File: src/rtl/mem_stream_reader.sv
// -----------------------------------------------------------------------------
// mem_stream_reader
//   Read-side engine for the asynchronous simple dual-port RAM. Accepts a
//   (base address, word count) command, walks the RAM read address and turns
//   the combinational read data into a valid/ready stream, one word per cycle,
//   with a last flag on the final word of the command.
//
// Parameters
//   DEPTH  address width in bits (RAM holds 2**DEPTH words)
//   WIDTH  data word width in bits
//
// Ports
//   clk        single clock, shared with the RAM write port
//   rst_n      asynchronous active-low reset
//   cmd_valid  command request
//   cmd_ready  command can be accepted (high only in IDLE)
//   cmd_addr   first word address
//   cmd_len    word count, 0..2**DEPTH
//   mem_addr   RAM read address (addrb), straight from the pointer register
//   mem_data   RAM read data (dob), combinational
//   out_valid  stream word valid
//   out_ready  stream consumer ready
//   out_data   stream word
//   out_last   final word of the command
//   done       one-cycle pulse: command finished
//   cmd_err    one-cycle pulse: command rejected
//
// Build option
//   MEM_STREAM_READER_WRAP_EN  when defined, addresses wrap modulo 2**DEPTH and
//                              every command is legal (cmd_err stays 0); when
//                              undefined, cmd_addr+cmd_len > 2**DEPTH is rejected.
// -----------------------------------------------------------------------------
module mem_stream_reader #(
   parameter int DEPTH = 6,
   parameter int WIDTH = 32
) (
   input  logic             clk,
   input  logic             rst_n,
   input  logic             cmd_valid,
   output logic             cmd_ready,
   input  logic [DEPTH-1:0] cmd_addr,
   input  logic [DEPTH:0]   cmd_len,
   output logic [DEPTH-1:0] mem_addr,
   input  logic [WIDTH-1:0] mem_data,
   output logic             out_valid,
   input  logic             out_ready,
   output logic [WIDTH-1:0] out_data,
   output logic             out_last,
   output logic             done,
   output logic             cmd_err
);

   typedef enum logic [1:0] {
      IDLE  = 2'd0,
      BUSY  = 2'd1,
      DRAIN = 2'd2
   } state_t;

   localparam logic [DEPTH:0] LEN_ONE = {{DEPTH{1'b0}}, 1'b1};

   state_t           state, state_nxt;
   logic [DEPTH-1:0] ptr;
   logic [DEPTH:0]   remaining;

   logic             range_bad;
   logic             cmd_zero;
   logic             cmd_reject;
   logic             cmd_start;
   logic             load;
   logic             finish;

   assign mem_addr = ptr;

`ifdef MEM_STREAM_READER_WRAP_EN
   assign range_bad = 1'b0;
`else
   // Sum at DEPTH+1 bits cannot overflow: (2**DEPTH-1) + 2**DEPTH < 2**(DEPTH+1).
   logic [DEPTH:0] cmd_end;
   assign cmd_end   = {1'b0, cmd_addr} + cmd_len;
   assign range_bad = (cmd_end > {1'b1, {DEPTH{1'b0}}});
`endif

   // State register
   always_ff @(posedge clk or negedge rst_n) begin
      if (!rst_n) begin
         state <= IDLE;
      end else begin
         state <= state_nxt;
      end
   end

   // Next-state and datapath enables
   always_comb begin
      state_nxt  = state;
      cmd_ready  = 1'b0;
      cmd_zero   = 1'b0;
      cmd_reject = 1'b0;
      cmd_start  = 1'b0;
      load       = 1'b0;
      finish     = 1'b0;
      case (state)
         IDLE: begin
            cmd_ready = 1'b1;
            if (cmd_valid) begin
               if (cmd_len == '0) begin
                  cmd_zero = 1'b1;
               end else if (range_bad) begin
                  cmd_reject = 1'b1;
               end else begin
                  cmd_start = 1'b1;
                  state_nxt = BUSY;
               end
            end
         end
         BUSY: begin
            // Output register is free when empty or being consumed this edge.
            load = !out_valid || out_ready;
            if (load && (remaining == LEN_ONE)) begin
               state_nxt = DRAIN;
            end
         end
         DRAIN: begin
            if (out_valid && out_ready) begin
               finish    = 1'b1;
               state_nxt = IDLE;
            end
         end
         default: state_nxt = IDLE;
      endcase
   end

   // Datapath: pointer, word counter, output register and status pulses
   always_ff @(posedge clk or negedge rst_n) begin
      if (!rst_n) begin
         ptr       <= '0;
         remaining <= '0;
         out_valid <= 1'b0;
         out_data  <= '0;
         out_last  <= 1'b0;
         done      <= 1'b0;
         cmd_err   <= 1'b0;
      end else begin
         done    <= cmd_zero;
         cmd_err <= cmd_reject;
         if (cmd_start) begin
            ptr       <= cmd_addr;
            remaining <= cmd_len;
         end
         if (load) begin
            out_data  <= mem_data;
            out_valid <= 1'b1;
            out_last  <= (remaining == LEN_ONE);
            ptr       <= ptr + 1'b1;
            remaining <= remaining - 1'b1;
         end
         if (finish) begin
            out_valid <= 1'b0;
            out_last  <= 1'b0;
            done      <= 1'b1;
         end
      end
   end

endmodule

File: config.mk
export PLATFORM = sky130hd
export DESIGN_NAME = mem_stream_reader
export DESIGN_NICKNAME = d
export VERILOG_FILES = /design/src/rtl/mem_stream_reader.sv
export SDC_FILE = /design/constraint.sdc
export NUM_CORES = 1
export LEC_CHECK = 0
export ABC_CLOCK_PERIOD_IN_PS = 2200
export CAP_MARGIN = 20
export CORE_MARGIN = 5
export CORE_UTILIZATION = 45
export DETAILED_ROUTE_END_ITERATION = 8
export PLACE_DENSITY = 0.8
export RECOVER_POWER = 25
export SYNTH_ARGS = -nofsm -noshare
export SYNTH_HDL_FRONTEND = slang
export SYNTH_SLANG_ARGS = --single-unit
File: constraint.sdc
create_clock -name clk -period 2.2 [get_ports clk]
set_input_delay 0.55 -clock clk [delete_from_list [all_inputs] [get_ports clk]]
set_output_delay 0.55 -clock clk [all_outputs]
set_load 0.02 [all_outputs]
==> out/results.txt, run 1 <==
status - finished, violations left
violations in the final reports - setup timing
fill count - 405
Worst Path Buf+Inv - 4
Max Freq - 0.4186 GHz
# hold bufs at CTS - 0
area of the multi-input gates - 1354 µm²
maxcap violations - 0
Setup Viol. Count Final - 13
flops & latches, synth - 51
dpl ws - -0.9059 ns
mapped cell area - 2570 µm²
Root Driver - clkbuf_8
antenna diode count - 0
DRT Wirelength - 7264 µm
leading area contributor after synthesis - dfrtp_1
top_reg_cell synth - dfrtp_1
syn avg cell area - 8.831 µm²
DR WL/cell - 14.73 µm
Final Net Count - 479
crit end category - register
CP arrival - 2.58 ns
Placer Congestion - 0.8895
Seq. cell area - 1276 µm²
critical path class - input pin to register
htree depth - 2
Post-DP HPWL - 5462 µm
CTS Buf Count - 5
initial core utilization - 46.39%
Finished Layout Cells - 493
register area share after synthesis - 49.66%
Worst Slack Setup Final - -0.1891 ns
worst hold path type - input pin to async pin
Power Density - 1037 nW/µm²
slew margin rel. - 32.81%
worst path required time - 2.39 ns
Tmin final - 2.389 ns
initial antenna violation count - 0
Mapped Cells - 291
Leak Pwr - 1.918 nW
GRT overflow - 0
Clock Pin Slew Worst Setup and Hold Paths - 0.09 ns
Post-Place Cells - 479
IO buf count - 91
die footprint - 7322 µm²
Largest delay share family, worst path - compound AO/OA/AOI/OAI gates
unrepaired setup endpoints after global routing - yes
critical path's slowest cell - fa_2
Reg2Reg Depth - 4
Routed Antenna Nets - 0
Max stage delay on crit path - 0.34 ns
first-pass GRT wire length - 12,130 µm
CTS tree - yes
ranking of synthesized cells by area - dfrtp_1 (50%), nand2_1 (16%), ha_1 (4.4%), o221a_1 (3.5%), nor2_1 (2.5%)
core area - 5540 µm²
fraction of layout cells with a size suffix above 1 - 19.71%
Post-synth EDFFs - 0
Syn. warnings - 0
Via-to-Cell Ratio - 5.022
crit start category - input pin
Tot GR Track Use - 20.39%
clock net sink count - 51
Worst Path Max Fanout - 6
CP cell instances - buf_8 -> ha_4 -> inv_2 -> fa_2 -> buf_6 -> xor2_2 -> o2111ai_2 -> a31oi_2 -> a311oi_4 -> buf_4 -> or2_4 -> o221a_1
fraction of registers with async set or reset after synthesis - 100.0%
WP depth - 12
die height - 85.57 µm
worst skew pair latency - 0.30 ns
DRC Markers - 0
Area growth, synth to finish - 60.27%
Vias - 2,476
maximum VDD drop - 0.0008487 V
row cnt - 27
Synth cell types - 38
maximum clock path buffer count - 2
largest net degree at the start of global routing - 33
final hold violations - 0
skew final - 0.004070 ns
num ports - 92
vias in the first global route - 2,508
Slew Limit Fails - 0
worst slew pin tran - 1.008 ns
Power Total - 0.004272 W
syn_nets - 350
drt pass-1 iters - 5
Die Wd - 85.57 µm
Final Cycle Share - 108.6%
top-area cell type share of the netlist area - 49.66%
detailed router's first-iteration violation count - 137
[layout make-up]
| class | instances | area share, % |
|---|---|---|
| multi-input combinational | 218 | 32.87 |
| sequential | 51 | 30.98 |
| timing repair buffer | 133 | 30.01 |
| tap | 72 | 2.187 |
| clock buffer | 6 | 2.005 |
| inverter | 11 | 1.002 |
| clock inverter | 2 | 0.9417 |
[worst register-to-register path: cells and delay by family (launching register included)]
| family | cells | cell delay, ns |
|---|---|---|
| simple gates | 3 | 0.87 |
| flops | 1 | 0.48 |
| compound gates | 1 | 0.27 |
[placed cells by master (no fill, tap or decap), types with 4 or more instances in the layout]
cell             synthesis  layout
dlygate4sd2_1            0       8
and3_1                   4       4
dfrtp_1                 51      51
inv_1                   11       8
nor2b_1                  4       4
buf_4                    0      37
nor3_1                   8       6
ha_1                     9       4
clkdlybuf4s50_1          0      77
o221a_1                  8       8
nand3_1                  6       5
a21oi_1                  9       8
nand2_1                108     108
clkbuf_8                 0       6
o21ai_0                  6       5
nor2_1                  17      14
ha_4                     0       5
buf_6                    1       5
[through the flow]
step,area (µm²),hold WS [ns],util (%),setup TNS (ns)
after floorplan,2610,0.2544,-,-3.047
after global placement,3862,0.4571,69.72,-11.92
after detailed placement,3862,0.4655,69.72,-12.89
after CTS,4108,0.1950,74.14,-2.350
after global routing,4119,0.5005,74.35,-2.829
final,4119,0.3925,74.35,-2.006
[routing by layer]
layer,vias up,global-route usage (%),share of wire (%),wire length (µm)
li1,1240,-,-,-
met1,1153,25.92,42,3055
met2,76,36.37,52,3746
met3,7,3.266,5.3,385
met4,0,4.748,1.0,76
met5,-,0,0,0
[where the power goes]
group / total, W / switching [W] / internal (W)
clock: 0.000688 / 0.000314 / 0.000374
combinational: 0.00206 / 0.00105 / 0.00101
sequential: 0.00153 / 0.000266 / 0.00126
total: 0.00427 / 0.00163 / 0.00264
[cells by family after synthesis]
group | Yosys count | synth area share [%]
DFF | 51 | 49.66
AOI/OAI and AO/OA | 45 | 14.36
buffers and inverters | 23 | 3.797
and+or+nand+nor | 160 | 26.29
adders and majority gates | 10 | 5.161
xor gates and xnor gates | 1 | 0.3409
muxes | 1 | 0.3895
[registers in the layout, summed over array words and instances, names as in the netlist]
name and count:
out_data 32, remaining 7, mem_addr 6, state 2, cmd_err 1, done 1
out_last 1, out_valid 1
[synthesized netlist by cell type, types with 2 or more instances]
master	instances
and3_1	4
a21o_1	3
nor4_1	3
dfrtp_1	51
o21ai_1	3
buf_2	3
inv_1	11
o21a_1	2
o21ai_0	6
a21oi_1	9
ha_1	9
and2_1	2
nor2_1	17
nor3b_1	2
clkbuf_1	8
nand3_1	6
a211oi_1	2
nor3_1	8
nor2b_1	4
nand4_1	3
nand2_1	108
nand2b_1	2
a311o_1	3
o221a_1	8
[final timing paths]
path                                     end  slack (ns)         start
worst max register to register  remaining[1]        0.47      state[0]
worst min register to register  out_data[29]        0.48  out_data[29]
worst min-delay path             out_data[8]        0.39         rst_n
max in group asynchronous       out_data[13]        0.49         rst_n
worst max-delay path             mem_addr[4]       -0.19    cmd_len[0]
min in group clk                out_data[29]        0.48  out_data[29]
[what timing repair did]
item	CTS	global route
resized for setup	46	8
setup buffers	3	2
endpoints found under the setup margin	16	15
pin swaps	12	10
cloned	1	0
(Power assumes the default switching activity.)
==> run 2, diff against run 1 <==
==> constraint.sdc (replaced) <==
create_clock -name clk -period 2.2 [get_ports clk]
set_input_delay 0.55 -clock clk [delete_from_list [all_inputs] [get_ports clk]]
set_output_delay 0.55 -clock clk [all_outputs]
set_load 0.01 [all_outputs]
==> run 2 against run 1 <==
The run still ends with setup timing left. Worst setup slack is the same. Via count decreased by 0.16%. Non-clock buffer count stayed put. Sequential share of layout area about the same. Sequential power about the same. Total power decreased by 4.8%. Register-to-register slack about the same. Cell count unchanged.
==> out/results.txt, run 2 (synthesized netlist as in run 1, its figures left out) <==
htree depth - 2 (unchanged)
slew margin rel. - 32.81% (unchanged)
commonest non-fill, non-tap cell in the layout - nand2_1 (unchanged)
Tot GR Track Use - 20.39% (unchanged)
Final Cycle Share - 108.6% (unchanged)
CTS tree - yes (unchanged)
drt pass-1 iters - 5 (unchanged)
status - finished, violations left (unchanged)
violations in the final reports - setup timing (unchanged)
worst hold path type - input pin to async pin (unchanged)
IO buf count - 91 (unchanged)
Worst Slack Setup Final - -0.1891 ns (unchanged)
Max stage delay on crit path - 0.34 ns (about the same)
worst skew pair latency - 0.30 ns (about the same)
fill count - 404 (was 405)
die height - 85.57 µm (unchanged)
initial core utilization - 46.39% (unchanged)
Setup Viol. Count Final - 13 (unchanged)
initial antenna violation count - 0 (unchanged)
Leak Pwr - 1.914 nW (was 1.918 nW)
Placer Congestion - 0.8895 (unchanged)
row cnt - 27 (unchanged)
Die Wd - 85.57 µm (unchanged)
Via-to-Cell Ratio - 5.014 (was 5.022)
Area growth, synth to finish - 60.32% (was 60.27%)
die footprint - 7322 µm² (unchanged)
Final Net Count - 479 (unchanged)
critical path class - input pin to register (unchanged)
antenna diode count - 0 (unchanged)
unrepaired setup endpoints after global routing - yes (unchanged)
detailed router's first-iteration violation count - 137 (unchanged)
fraction of layout cells with a size suffix above 1 - 19.71% (unchanged)
internal reg-to-reg setup slack - 0.47 ns (about the same)
worst path required time - 2.39 ns (about the same)
Biggest register - out_data (unchanged)
# hold bufs at CTS - 0 (unchanged)
CP cell instances - buf_8 -> ha_4 -> inv_2 -> fa_2 -> buf_6 -> xor2_2 -> o2111ai_2 -> a31oi_2 -> a311oi_4 -> buf_4 -> or2_4 -> o221a_1 (unchanged)
GRT overflow - 0 (unchanged)
DR WL/cell - 14.73 µm (unchanged)
dpl ws - -0.9059 ns (unchanged)
maxcap violations - 0 (unchanged)
Power Total - 0.004067 W (was 0.004272 W)
num ports - 92 (unchanged)
skew final - 0.004070 ns (unchanged)
commonest cells after routing, fill and taps aside - nand2_1 (108), clkdlybuf4s50_1 (78), dfrtp_1 (51) (was nand2_1 (108), clkdlybuf4s50_1 (77), dfrtp_1 (51))
Reg2Reg Depth - 4 (unchanged)
Root Driver - clkbuf_8 (unchanged)
maximum clock path buffer count - 2 (unchanged)
Max Freq - 0.4186 GHz (unchanged)
crit end category - register (unchanged)
CP arrival - 2.58 ns (about the same)
Power Density - 987.2 nW/µm² (was 1037 nW/µm²)
core area - 5540 µm² (unchanged)
worst slew pin tran - 1.008 ns (unchanged)
largest net degree at the start of global routing - 33 (unchanged)
Post-DP HPWL - 5462 µm (unchanged)
CTS Buf Count - 5 (unchanged)
critical path's slowest cell - fa_2 (unchanged)
max reg flops - 32 (unchanged)
Worst Path Max Fanout - 6 (unchanged)
Vias - 2,472 (was 2,476)
final core utilization - 74.37% (was 74.35%)
final hold violations - 0 (unchanged)
crit start category - input pin (unchanged)
maximum VDD drop - 0.0007895 V (was 0.0008487 V)
first-pass GRT wire length - 12,130 µm (unchanged)
clock net sink count - 51 (unchanged)
Tmin final - 2.389 ns (unchanged)
Clock Pin Slew Worst Setup and Hold Paths - 0.09 ns (about the same)
Slew Limit Fails - 0 (unchanged)
vias in the first global route - 2,508 (unchanged)
DRC Markers - 0 (unchanged)
DRT Wirelength - 7264 µm (unchanged)
Routed Antenna Nets - 0 (unchanged)
## run 2: cell count changes in the layout (fill, tap and decap cells not counted), sizes merged
cell,delta
dlygate4sd2,-1
clkdlybuf4s50,+1
## run 2: final cells by class
cell class	instances	area (µm²)	area share, %
Clock inverter	2	38.79	0.9414
Tap cell	72	90.09	2.186
Inverter	11	41.29	1.002
Sequential cell	51	1276	30.97
Multi-Input combinational cell	218	1354	32.86
Timing Repair Buffer	133	1237	30.03
Clock buffer	6	82.58	2.004
## run 2: what timing repair did
| item | in CTS | in global routing |
|---|---|---|
| buffers inserted | 3 | 2 |
| pin swaps | 12 | 10 |
| gates resized for setup | 45 | 8 |
| setup endpoints to repair | 15 | 15 |
| cloned | 1 | 0 |
## run 2: path summary, 6_finish.rpt
| kind | to | start |
|---|---|---|
| worst min-delay path | out_data[8] | rst_n |
| worst max register to register | remaining[1] | state[0] |
| worst min register to register | out_data[29] | out_data[29] |
| worst max-delay path | mem_addr[4] | cmd_len[0] |
| max in group asynchronous | out_data[13] | rst_n |
| min in group clk | out_data[29] | out_data[29] |
## run 2: stage by stage
step | setup TNS (ns) | hold slack (ns) | cell area (µm²) | cells
6_report | -2.005 | 0.3925 | 4120 | 493
5_1_grt | -2.829 | 0.5005 | 4120 | 493
4_1_cts | -2.350 | 0.1950 | 4109 | 491
3_5_place_dp | -12.89 | 0.4655 | 3862 | 479
3_3_place_gp | -11.92 | 0.4571 | 3862 | 479
2_1_floorplan | -3.047 | 0.2544 | 2610 | 291
## run 2: power breakdown
group / leakage [nW] / total, W / switching (W) / internal (W)
Combinational: 1.25 / 0.00185 / 0.000839 / 0.00101
Clock: 0.0618 / 0.000688 / 0.000314 / 0.000374
Sequential: 0.607 / 0.00153 / 0.000266 / 0.00126
Total: 1.91 / 0.00407 / 0.00142 / 0.00265
## run 2: layer usage
layer | routed length [µm] | vias to the layer above | global-route usage [%]
met5 | 0 | - | 0
met4 | 74 | 0 | 4.748
met3 | 374 | 5 | 3.266
met2 | 3749 | 74 | 36.37
met1 | 3065 | 1153 | 25.92
li1 | - | 1240 | -
## run 2: critical path: cells and delay by family
kind	cells	cell delay (ns)
XOR/XNOR	1	0.16
AO/OA/AOI/OAI	4	0.75
AND/OR/NAND/NOR	1	0.25
adder cells (fa/ha/maj)	2	0.47
buffers and inverters	4	0.41
==> RTL edit, RTL diff (config.mk and constraints of run 1) <==
The option `MEM_STREAM_READER_WRAP_EN` is turned on by a define.
--- a/src/rtl/mem_stream_reader.sv
+++ b/src/rtl/mem_stream_reader.sv
@@ -30,6 +30,8 @@
 //                              every command is legal (cmd_err stays 0); when
 //                              undefined, cmd_addr+cmd_len > 2**DEPTH is rejected.
 // -----------------------------------------------------------------------------
+`define MEM_STREAM_READER_WRAP_EN
+
 module mem_stream_reader #(
    parameter int DEPTH = 6,
    parameter int WIDTH = 32
Behaviour: not the same (a bounded check fails within 4 cycles, from zero or initial values and one cycle with rst_n low).
==> RTL edit against run 1 <==
- cell area shrank 19%
- sequential share of layout area grew 6.4 points
- combinational power shrank 9.7%
- register-to-register slack lost 0.03 ns
- critical path type unchanged
- setup slack gained 0.27 ns
- worst hold slack gained 0.12 ns
- wire length shrank 25%
- synthesized area shrank 15%
- power shrank 9.4%
- final cell count shrank 31%
- sequential cell count shrank 1
- clock skew shrank 0.0026 ns
- highest routed layer unchanged
==> RTL edit: results (changes against run 1) <==
| Metric | Value |
|---|---|
| Status | finished, final reports clean |
| Family with the most delay on the worst path | buffers and inverters |
| CP arrival | 2.32 ns (-0.26 ns) |
| First-pass GRT wire length | 8880 µm (-27%) |
| GR Util met3 | 6.772% (+3.5 points) |
| Largest net degree at the start of global routing | 29 (-12%) |
| Hold WC Path Type | flop to flop |
| Int Pwr | 2.466 mW (-6.8%) |
| Worst R2R Setup Slack | 0.44 ns (-0.03 ns) |
| Setup Fix Bufs, Post-CTS | 0 (-3) |
| CP max FO | 5 (-1) |
| All-Layer GR Usage | 18.13% (-2.3 points) |
| Initial drt markers | 98 (-28%) |
| R2R Path Start | remaining[3] |
| Average size of a mapped cell | 12.75 µm² (+44%) |
| RePlAce Congestion | 0.8026 (-9.8%) |
| Final clock skew | 0.001448 ns (-0.002622 ns) |
| Netlist cell types | 34 (-11%) |
| Worst setup path startpoint | cmd_len[2] |
| Cell Count, Final, Fillers Out | 341 (-31%) |
| Met2 usage | 29.80% (-6.6 points) |
| DP Wirelength | 4086 µm (-25%) |
| Critical-path top delay cell | or4_4 |
| Post-Syn Nets | 223 (-36%) |
| IO Port Bufs | 90 (-1.1%) |
RTL edit: changes by cell type in the layout (fill, tap and decap cells not counted), moves of 8 or more:
cell             before  now
clkdlybuf4s50_1      77   86
o221a_1               8    0
mux2_2                0   32
buf_4                37   10
nor2_1               14    5
nand2_1             108   10
RTL edit: cell type report:
class | instances | area share, %
sequential | 50 | 37.36
timing repair buffer | 103 | 30.59
multi-input combinational | 110 | 26.75
tap | 67 | 2.503
clock buffer | 5 | 2.055
inverter | 4 | 0.4483
clock inverter | 2 | 0.2988
RTL edit: power groups by stage:
stage,logic (mW),clock network [mW],registers [mW]
floorplan,0.619,0,1.84
finish,1.86,0.494,1.52
CTS,1.86,0.514,1.52
global placement,1.80,0,1.51
detailed placement,1.85,0,1.53
global route,1.99,0.561,1.57
RTL edit: cell families (layout without fill, tap and decap cells):
family | Yosys count | count (layout) | share of synthesized area, %
buf+inv | 12 | 114 | 2.811
other cells | 1 | 1 | 0.1720
compound gates | 28 | 29 | 10.10
flops | 50 | 50 | 57.37
fa+ha+maj | 3 | 3 | 1.721
simple gates | 44 | 44 | 10.84
mux | 33 | 33 | 16.98
RTL edit: worst max-delay path by stage:
| stage | to | slack (ns) | cells after the start |
|---|---|---|---|
| after floorplan | mem_addr[5] | 0.19 | 4 |
| after global placement | remaining[0] | -0.30 | 4 |
| after detailed placement | mem_addr[0] | -0.35 | 4 |
| after CTS | mem_addr[0] | 0.01 | 4 |
| after global routing | mem_addr[4] | 0.02 | 7 |
| final | mem_addr[3] | 0.08 | 7 |
RTL edit: routing by layer:
layer	up-vias	wire (µm)
met1	838	2156
met3	7	507
met5	-	0
met2	69	2709
met4	0	59
li1	839	-
